$ cat src/rtl/cmp_harness_pkg.sv
// Shared definitions for the compressor test harness: unloader states,
// the default result width and the counter-width rule.
package cmp_harness_pkg;

   typedef enum logic [1:0] {
      IDLE  = 2'd0,
      SHIFT = 2'd1,
      PAR   = 2'd2
   } unload_state_t;

   localparam int CMP_WIDTH = 33;

   function automatic int cnt_width(input int w);
      return (w > 1) ? $clog2(w) : 1;
   endfunction

   localparam int CMP_CNT_W = cnt_width(CMP_WIDTH);

endpackage

$ cat src/rtl/shift_unloader.sv
// Parallel-in serial-out capture of compressor results, LSB first, optional even parity.
// First bit one cycle after the accepted capture; no backpressure, dropped captures set sticky overrun.
module shift_unloader
   import cmp_harness_pkg::*;
#(
   parameter int WIDTH     = CMP_WIDTH,
   parameter int PARITY_EN = 1
) (
   input  logic             clk,
   input  logic             rst,
   input  logic             capture,
   input  logic [WIDTH-1:0] dst,
   output logic             dst_,
   output logic             dst_valid,
   output logic             frame_start,
   output logic             busy,
   output logic             overrun
);

   localparam int            CW   = cnt_width(WIDTH);
   localparam logic [CW-1:0] LAST = CW'(WIDTH - 1);

   unload_state_t    state;
   logic [WIDTH-1:0] sreg;
   logic [CW-1:0]    cnt;
   logic             par;

   logic last_bit;
   logic final_cyc;
   logic accept;

   // cnt is the index of the bit currently on dst_; a new frame may be
   // accepted while the final bit of the previous one is on the pin.
   always_comb begin
      last_bit  = (state == SHIFT) && (cnt == LAST);
      final_cyc = (state == PAR) || (last_bit && (PARITY_EN == 0));
      accept    = capture && ((state == IDLE) || final_cyc);
   end

   always_ff @(posedge clk or posedge rst) begin
      if (rst) begin
         state       <= IDLE;
         sreg        <= '0;
         cnt         <= '0;
         par         <= 1'b0;
         dst_        <= 1'b0;
         dst_valid   <= 1'b0;
         frame_start <= 1'b0;
         busy        <= 1'b0;
         overrun     <= 1'b0;
      end else begin
         if (capture && !accept)
            overrun <= 1'b1;

         if (accept) begin
            state       <= SHIFT;
            sreg        <= dst >> 1;
            cnt         <= '0;
            par         <= ^dst;
            dst_        <= dst[0];
            dst_valid   <= 1'b1;
            frame_start <= 1'b1;
            busy        <= 1'b1;
         end else begin
            case (state)
               SHIFT: begin
                  frame_start <= 1'b0;
                  if (last_bit) begin
                     if (PARITY_EN != 0) begin
                        state <= PAR;
                        dst_  <= par;
                     end else begin
                        state     <= IDLE;
                        dst_      <= 1'b0;
                        dst_valid <= 1'b0;
                        busy      <= 1'b0;
                     end
                  end else begin
                     dst_ <= sreg[0];
                     sreg <= sreg >> 1;
                     cnt  <= cnt + CW'(1);
                  end
               end
               default: begin
                  state       <= IDLE;
                  dst_        <= 1'b0;
                  dst_valid   <= 1'b0;
                  frame_start <= 1'b0;
                  busy        <= 1'b0;
               end
            endcase
         end
      end
   end

endmodule

$ cat config.mk
export PLATFORM = sky130hd
export DESIGN_NAME = shift_unloader
export DESIGN_NICKNAME = d
export VERILOG_FILES = /design/src/rtl/cmp_harness_pkg.sv /design/src/rtl/shift_unloader.sv
export SDC_FILE = /design/constraint.sdc
export NUM_CORES = 1
export LEC_CHECK = 0
export CORE_MARGIN = 4
export CORE_UTILIZATION = 50
export DETAILED_ROUTE_END_ITERATION = 10
export MAX_ROUTING_LAYER = met4
export PLACE_DENSITY_LB_ADDON = 0.08
export SLEW_MARGIN = 20
export SYNTH_ARGS = -nofsm -noshare
export SYNTH_HDL_FRONTEND = slang
export SYNTH_SLANG_ARGS = --single-unit
$ cat constraint.sdc
create_clock -name clk -period 2.3 [get_ports clk]
set_input_delay 0.46 -clock clk [delete_from_list [all_inputs] [get_ports clk]]
set_output_delay 0.46 -clock clk [all_outputs]
set_load 0.02 [all_outputs]
=== Yosys cells after proc, flatten, opt, wreduce, memory -nomap -nowiden ===
Cells that the tools add are included.
Widths: inputs -> output; s select.

* Output and inout port bits: 5
* Input bits: 36
* Word-level logic and storage cells: 39
* Register bits after elaboration: 46

* Eq/ne operators: 6
* Muxes and demuxes: 15
* Add/sub/neg operators: 1
* Reduce and logical (&&, ||, !) cells: 9

{| class="wikitable"
|+ Operator list
! kind !! number
|-
| $mux 33 || 3
|-
| $reduce_xor 33->1 || 1
|-
| $mux 6 || 3
|-
| $add 6x1->6 const B || 1
|-
| $eq 6x6->1 const B || 1
|-
| $mux 1 || 6
|-
| $mux 2 || 3
|-
| $logic_and 1x1->1 || 3
|-
| $ne 3x3->1 const B || 1
|-
| $eq 2x1->1 const B || 1
|-
| $eq 2x2->1 const B || 1
|-
| $logic_not 2->1 || 1
|-
| $ne 2x1->1 const B || 1
|-
| $ne 2x2->1 const B || 1
|-
| $reduce_and 2->1 || 1
|-
| $reduce_bool 2->1 || 1
|-
| $logic_not 1->1 || 1
|-
| $logic_or 1x1->1 || 1
|}

=== Longest topological paths before layout ===
* Depth in word-level cells: 5
* Mapped depth: 8
* Gate-level depth less buffers: 7

=== Worst setup path after synthesis ===
Ideal clock, no wire load.

* Kind: input to register
* From: in dst[1]
* To: reg par
* Arrival time: 1.536 ns
* Path slack: 0.632 ns
* Library setup time: 0.132 ns
* Path buffers: 0
* Data required time: 2.168 ns
* Cell stages on the path: 6
* Cells stage by stage: xor2_1 > xnor2_1 > xnor2_1 > xnor3_1 > xnor2_1 > o21ai_1

* Longest elaborated chain between the ends: 1

{| class="wikitable"
|+ RTL lines
! what !! line !! source
|-
| start: declaration || shift_unloader.sv:12 || <nowiki>input logic [WIDTH-1:0] dst,</nowiki>
|-
| $reduce_xor 33->1 || shift_unloader.sv:59 || <nowiki>par <= ^dst;</nowiki>
|-
| end signal: assignment || shift_unloader.sv:59 ||
|-
| end: declaration || shift_unloader.sv:26 || <nowiki>logic par;</nowiki>
|}

No other way between the ends.
A chain may end at the register's enable or synchronous reset.

=== Final worst setup path ===
* From: in dst[32]
* To: reg par

The elaborated chain is that of the path after synthesis.

==> impl_results.md <==
- # fillers: 403
- Clock Power Share: 14.7%
- Post-synthesis sequential area ratio: 49.50%
- Root Buffer: clkbuf_8
- Max cap viols: 0
- Critical path startpoint category: input port
- Layout cells sized above 1: 4.698%
- Post-synthesis net count: 298
- Crit end category: flop
- Critical Path Max Stage Delay: 0.49 ns
- Crit path max-delay family: XOR/XNOR gates
- Slowest-stage cell, CP: clkdlybuf4s50_1
- Inserted Clock Buffers: 5
- Fin area: 2810 sq um
- Reg2reg start: cnt[0]
- Tmin final: 1.974 ns
- Worst path cell trace: clkdlybuf4s50_1, xor2_1, xnor2_1, xnor2_1, xnor3_1, xnor2_1, o21ai_1
- Die Y: 75.45 um
- Initial antenna violation count: 0
- Share of the synthesized area in the top cell type: 49.50%
- R2r setup slk: 0.56 ns
- Max-slew headroom: 62.14%
- Die width: 75.45 um
- Crit path kind: in2reg
- Worst Path Buf+Inv: 1
- Worst-path clk slew: 0.09 ns
- H-tree depth: 2
- DRC: 0
- RSZ-0062 raised after global routing: false
- First-pass iteration count of the detailed router: 4
- Die area: 5693 sq um
- Area contributors post-synth: dfrtp_1 (50%), nand2_1 (11%), xnor2_1 (11%)
- Cell taking the most area after synthesis: dfrtp_1
- Leak pwr: 1.229 nW
- WL per Instance: 12.57 um
- Clock buffer depth: 2
- Largest net degree at the start of global routing: 62
- Maximum vdd drop: 0.5101 mV
- Postcts setup bufs: 0
- Vias per cell: 5.143
- Post-DRT Antenna Nets: 0
- Sw Share: 36.82%
- Hold-fix buffers at CTS: 0
- Final Net Count: 335
- Routed WL: 4.398 mm
- Worst-path maximum fanout: 2
- Period utilisation layout: 85.85%
- Setup Skew: 0.01009 ns
- Clk_lat worst skew: 0.29 ns
- Syn Std Cell Area: 2275 sq um
- Setup violators final: 0
- Total grt overflow: 0
- Reg2Reg Depth: 7
- Initial Utilization: 51.88%
- First DRT Iteration DRCs: 166
- Worst hold path type: reg2reg
- Post-synth cell types: 24
- Port Buffer Count: 40
- Final Hold Violating Endpoints: 0
- Pwr Density: 1124 nW/um^2
- Synth Warn #: 0
- Int Pwr: 0.001995 W
- CTS tree: built
- Routed via count: 1,800
- Psw: 0.001163 W
- First-pass GRT wire length: 7.120 mm
- Crit path required time: 2.48 ns
- GR Util All Layers: 17.30%
- Placed instance area: 2728 sq um
- Combinational share of power: 42.2%
- Vias in the first global route: 1,502
- Synthesized area per cell: 8.749 sq um
- Crit path depth: 7
- Fin cells: 350
- IO Pins: 41
- Placed Cells: 342
- Cell mode on critical path: xnor2_1
- TritonCTS sink count: 45
- Crit path DAT: 2.15 ns
- Area delta synth->final: 23.54%
- HPWL Detailed: 3.080 mm
- Post-CTS Resized: 0
- Max Freq: 506.5 MHz
- Setup crit start: dst[32]
- Worst-Margin Slew: 0.5680 ns
- N_diodes: 0
- Core area: 4384 sq um
- R2R Path End: sreg[22]
- #FFs+latches synth: 45
- Critical path destination: par
- Part of the power in registers: 43.1%
- Site Rows: 24
- Slew Viols, Final: 0
- Post-Syn Instances: 260
- Final RePlAce weighted congestion: 0.7709
- Outcome: completed
power groups by stage:
stage / clock network, W / logic, W / registers [W]
global placement: 0 / 0.00131 / 0.00136
global route: 0.000516 / 0.00152 / 0.00141
finish: 0.000463 / 0.00133 / 0.00136
CTS: 0.000480 / 0.00135 / 0.00136
detailed placement: 0 / 0.00135 / 0.00137
floorplan: 0 / 0.00101 / 0.00135
flip-flops by register name (all words and copies together), names as in the netlist:
signal       flops
busy             1
dst_             1
frame_start      1
sreg            32
cnt              6
state            2
overrun          1
par              1
placed cells by master, fill, tap and decap left out, drive strengths merged:
cell,count
xnor3,1
clkbuf,6
and3,1
a41o,1
a31oi,30
nor2b,1
o21ai,7
nand2b,2
nor2,37
inv,5
clkinv,3
nand2,69
xor2,5
xnor2,28
mux2i,2
nand4,3
a21o,1
nand3,2
a21oi,1
dfrtp,45
ha,2
buf,6
clkdlybuf4s50,40
final cells by class:
cell class                      instances  area, sq um  area share [%]
Timing Repair Buffer                   46        457.9           16.30
Sequential cell                        45         1126           40.07
Tap cell                               52        65.06           2.315
Multi-Input combinational cell        193         1056           37.58
Clock buffer                            6        72.57           2.582
Clock inverter                          2        10.01          0.3562
Inverter                                6        22.52          0.8014
metrics by stage:
step	utilization [%]	total power [W]	setup TNS, ns	hold WS (ns)	setup slack, ns
2_1_floorplan	-	0.002357	0	0.4549	0.6323
3_3_place_gp	62.21	0.002675	0	0.4435	0.02836
3_5_place_dp	62.21	0.002722	-0.009581	0.4512	-0.009581
4_1_cts	64.10	0.003194	0	0.4686	0.3009
5_1_grt	64.10	0.003438	0	0.4812	0.2474
6_report	64.10	0.003158	0	0.4656	0.3255
routing by layer:
metal  GRT usage [%]  wire length, um
met5               -                0
met4           5.243               42
met3           4.354              225
met2           24.35             2017
met1           24.62             2113
synthesized netlist by cell type:
cell type and n:
a21o_1 1, nand4_1 3, nand3_1 2, xor2_1 5
xnor3_1 1, mux2i_1 2, dfrtp_1 45, nor2b_1 1
xnor2_1 28, o21ai_1 1, a31oi_1 30, ha_1 2
buf_4 1, clkbuf_1 7, buf_2 7, and3_1 1
nand2b_1 2, buf_1 1, o21ai_0 6, nor2_1 37
inv_1 6, a21oi_1 1, a41o_1 1, nand2_1 69
logic make-up after synthesis:
family / share of synthesized area, %
mux: 0.8801
flops: 49.50
simple gates: 19.86
fa+ha+maj: 1.100
xor+xnor: 13.70
compound gates: 10.78
buf+inv: 4.180
worst min path at each step:
stage,start,endpoint,cells past startpoint
after global placement,overrun,overrun,1
after floorplan,par,par,2
after detailed placement,overrun,overrun,1
final,overrun,overrun,1
after CTS,overrun,overrun,1
after global routing,overrun,overrun,1
Power figures use the tool's default switching activity.
==> RTL change: new RTL, same flow settings <==
The 3 states of `unload_state_t` get a one-hot encoding in 3 bits.
--- a/src/rtl/cmp_harness_pkg.sv
+++ b/src/rtl/cmp_harness_pkg.sv
@@ -2,10 +2,10 @@
 // the default result width and the counter-width rule.
 package cmp_harness_pkg;
 
-   typedef enum logic [1:0] {
-      IDLE  = 2'd0,
-      SHIFT = 2'd1,
-      PAR   = 2'd2
+   typedef enum logic [2:0] {
+      IDLE  = 3'b001,
+      SHIFT = 3'b010,
+      PAR   = 3'b100
    } unload_state_t;
 
    localparam int CMP_WIDTH = 33;
Formal check against the unedited RTL: same outputs for any inputs over 10 cycles, from zero or initial values and one cycle with rst high; not proved beyond that.
==> RTL change against the original RTL <==
  * Synthesized area increased by 3.6%
  * Sequential share of layout area decreased by 0.91 points
  * Setup slack got worse by 0.12 ns
  * Power decreased by 0.86%
  * Wire length increased by 6.7%
  * Clock power increased by 9.7%
  * Die area increased by 3.2%
  * Sequential cell count increased by 1
  * Final area increased by 4.7%
  * Clock skew increased by 0.00053 ns
  * Critical path type unchanged
==> RTL change: results (changes against the original RTL) <==
INFO  metric netlist_top_cells_area = dfrtp_1, mux2i_1, xnor2_1, o21ai_0, nand2_1 (was dfrtp_1, nand2_1, xnor2_1, a31oi_1, nor2_1)
INFO  metric grt_pass1_vias = 1736 (was 1502)
INFO  metric clock_tree.htree_level_count = 2 (unchanged)
INFO  metric grt_pass1_wl = 8050 µm (was 7120 µm)
INFO  metric vdd_drop_max = 0.578 mV (was 0.510 mV)
INFO  metric post_synth_inst_count = 229 (was 260)
INFO  metric r2r_end = sreg[24] (was sreg[22])
INFO  metric worst_ep_arrival_time = 2.27 ns (was 2.15 ns)
INFO  metric post_synth_num_cell_types = 26 (was 24)
INFO  metric total_leakage_power = 1.26 nW (was 1.23 nW)
INFO  metric setup.worst_path.start = dst[0] (was dst[32])
INFO  metric post-place-ws = -0.0907 ns (was -0.00958 ns)
INFO  metric clock_insertion_delay_worst_skew = 0.30 ns
INFO  metric place.gp.congestion = 0.845 (was 0.771)
INFO  metric grtUsageTotal = 0.175 (was 0.173)
INFO  metric syn-num-nets = 267 (was 298)
INFO  metric drt_first_iter_violations = 74 (was 166)
INFO  metric finalHoldWorstSlack = 0.470 ns (was 0.466 ns)
INFO  metric drt_first_pass_iters = 4 (unchanged)
INFO  metric detailed_place_hpwl = 3160 µm (was 3080 µm)
INFO  metric cts_repair_resize_count = 1 (was 0)
INFO  metric postSynth.asyncResetShare = 1.00 (unchanged)
INFO  metric placed_cells_incl_taps = 314 (was 342)
INFO  metric netlist_top_cells_count = dfrtp_1, nand2_1, o21ai_0 (was nand2_1, dfrtp_1, nor2_1)
INFO  metric placement.cell_area = 2840 µm² (was 2730 µm²)
INFO  metric registers_with_the_highest_flip_flop_counts = sreg: 32 flops, cnt: 6 flops, state: 3 flops (was sreg: 32 flops, cnt: 6 flops, state: 2 flops)
INFO  metric holdPathEnd = overrun (unchanged)
INFO  metric run_status = complete, no violations (unchanged)
INFO  metric skew = 0.0106 ns (was 0.0101 ns)
INFO  metric wl_per_cell = 14.5 µm (was 12.6 µm)
INFO  metric final_cell_count_no_fill = 323 (was 350)
INFO  metric pin_count_of_the_biggest_net_entering_global_routing = 43 (was 62)
INFO  metric tightest_slew = 0.752 ns (was 0.568 ns)
INFO  metric intPower = 1.97 mW (was 1.99 mW)
INFO  metric drive_gt1_frac = 0.0701 (was 0.0470)
INFO  metric timing.reg2reg.setup_slack = 0.24 ns (was 0.56 ns)
INFO  metric post-route-period-util = 0.910 (was 0.858)
INFO  metric avgViaCountPerCell = 5.15 (was 5.14)
INFO  metric synth_sequential_area_ratio = 0.489 (was 0.495)
-- RTL change: cell count changes after synthesis, moves of 2 or more --
cell,unedited run,this run
a31oi_1,30,2
buf_2,7,5
mux2i_1,2,32
nand2_1,69,39
nand3_1,2,0
nor2_1,37,6
nor2_2,0,2
o21ai_0,6,35
-- RTL change: per-layer routing --
layer / up-vias / global-route usage / share of wire
met5: - / - / 0
met4: 0 / 0.0435 / 0.0094
met3: 4 / 0.0422 / 0.036
met2: 25 / 0.280 / 0.46
met1: 786 / 0.224 / 0.49
li1: 849 / - / -
-- RTL change: layout make-up --
class | instances | area [µm²]
inverters | 5 | 18.8
flip-flops and latches | 46 | 1150
clock buffers | 7 | 86.3
clock inverters | 1 | 5.00
repair buffers | 45 | 463
well taps | 52 | 65.1
fillers | 374 | 1500
multi-input cells | 167 | 1150
-- RTL change: cells by family (layout without fill, tap and decap cells) --
logic type | count (synthesis) | count (layout) | synth area share
AND/OR/NAND/NOR | 53 | 54 | 0.0966
flip-flops | 46 | 46 | 0.489
AO/OA/AOI/OAI | 43 | 43 | 0.0961
XOR/XNOR | 35 | 35 | 0.136
multiplexers | 33 | 33 | 0.141
buffers and inverters | 17 | 58 | 0.0313
adder cells (fa/ha/maj) | 2 | 2 | 0.0106
-- RTL change: power by group through the flow --
stage               combinational, mW  clock, mW  sequential [mW]
global placement                 1.29          0             1.27
detailed placement               1.32          0             1.28
floorplan                       0.990          0             1.26
global route                     1.53      0.565             1.31
finish                           1.36      0.508             1.26
CTS                              1.37      0.526             1.26
-- RTL change: worst max-delay path, cell delays in order --
cell and delay [ns]:
clkdlybuf4s50_1 0.45, xnor2_1 0.22, xnor2_1 0.16, xnor2_1 0.14, xnor3_1 0.42, xnor2_1 0.14
mux2_2 0.27
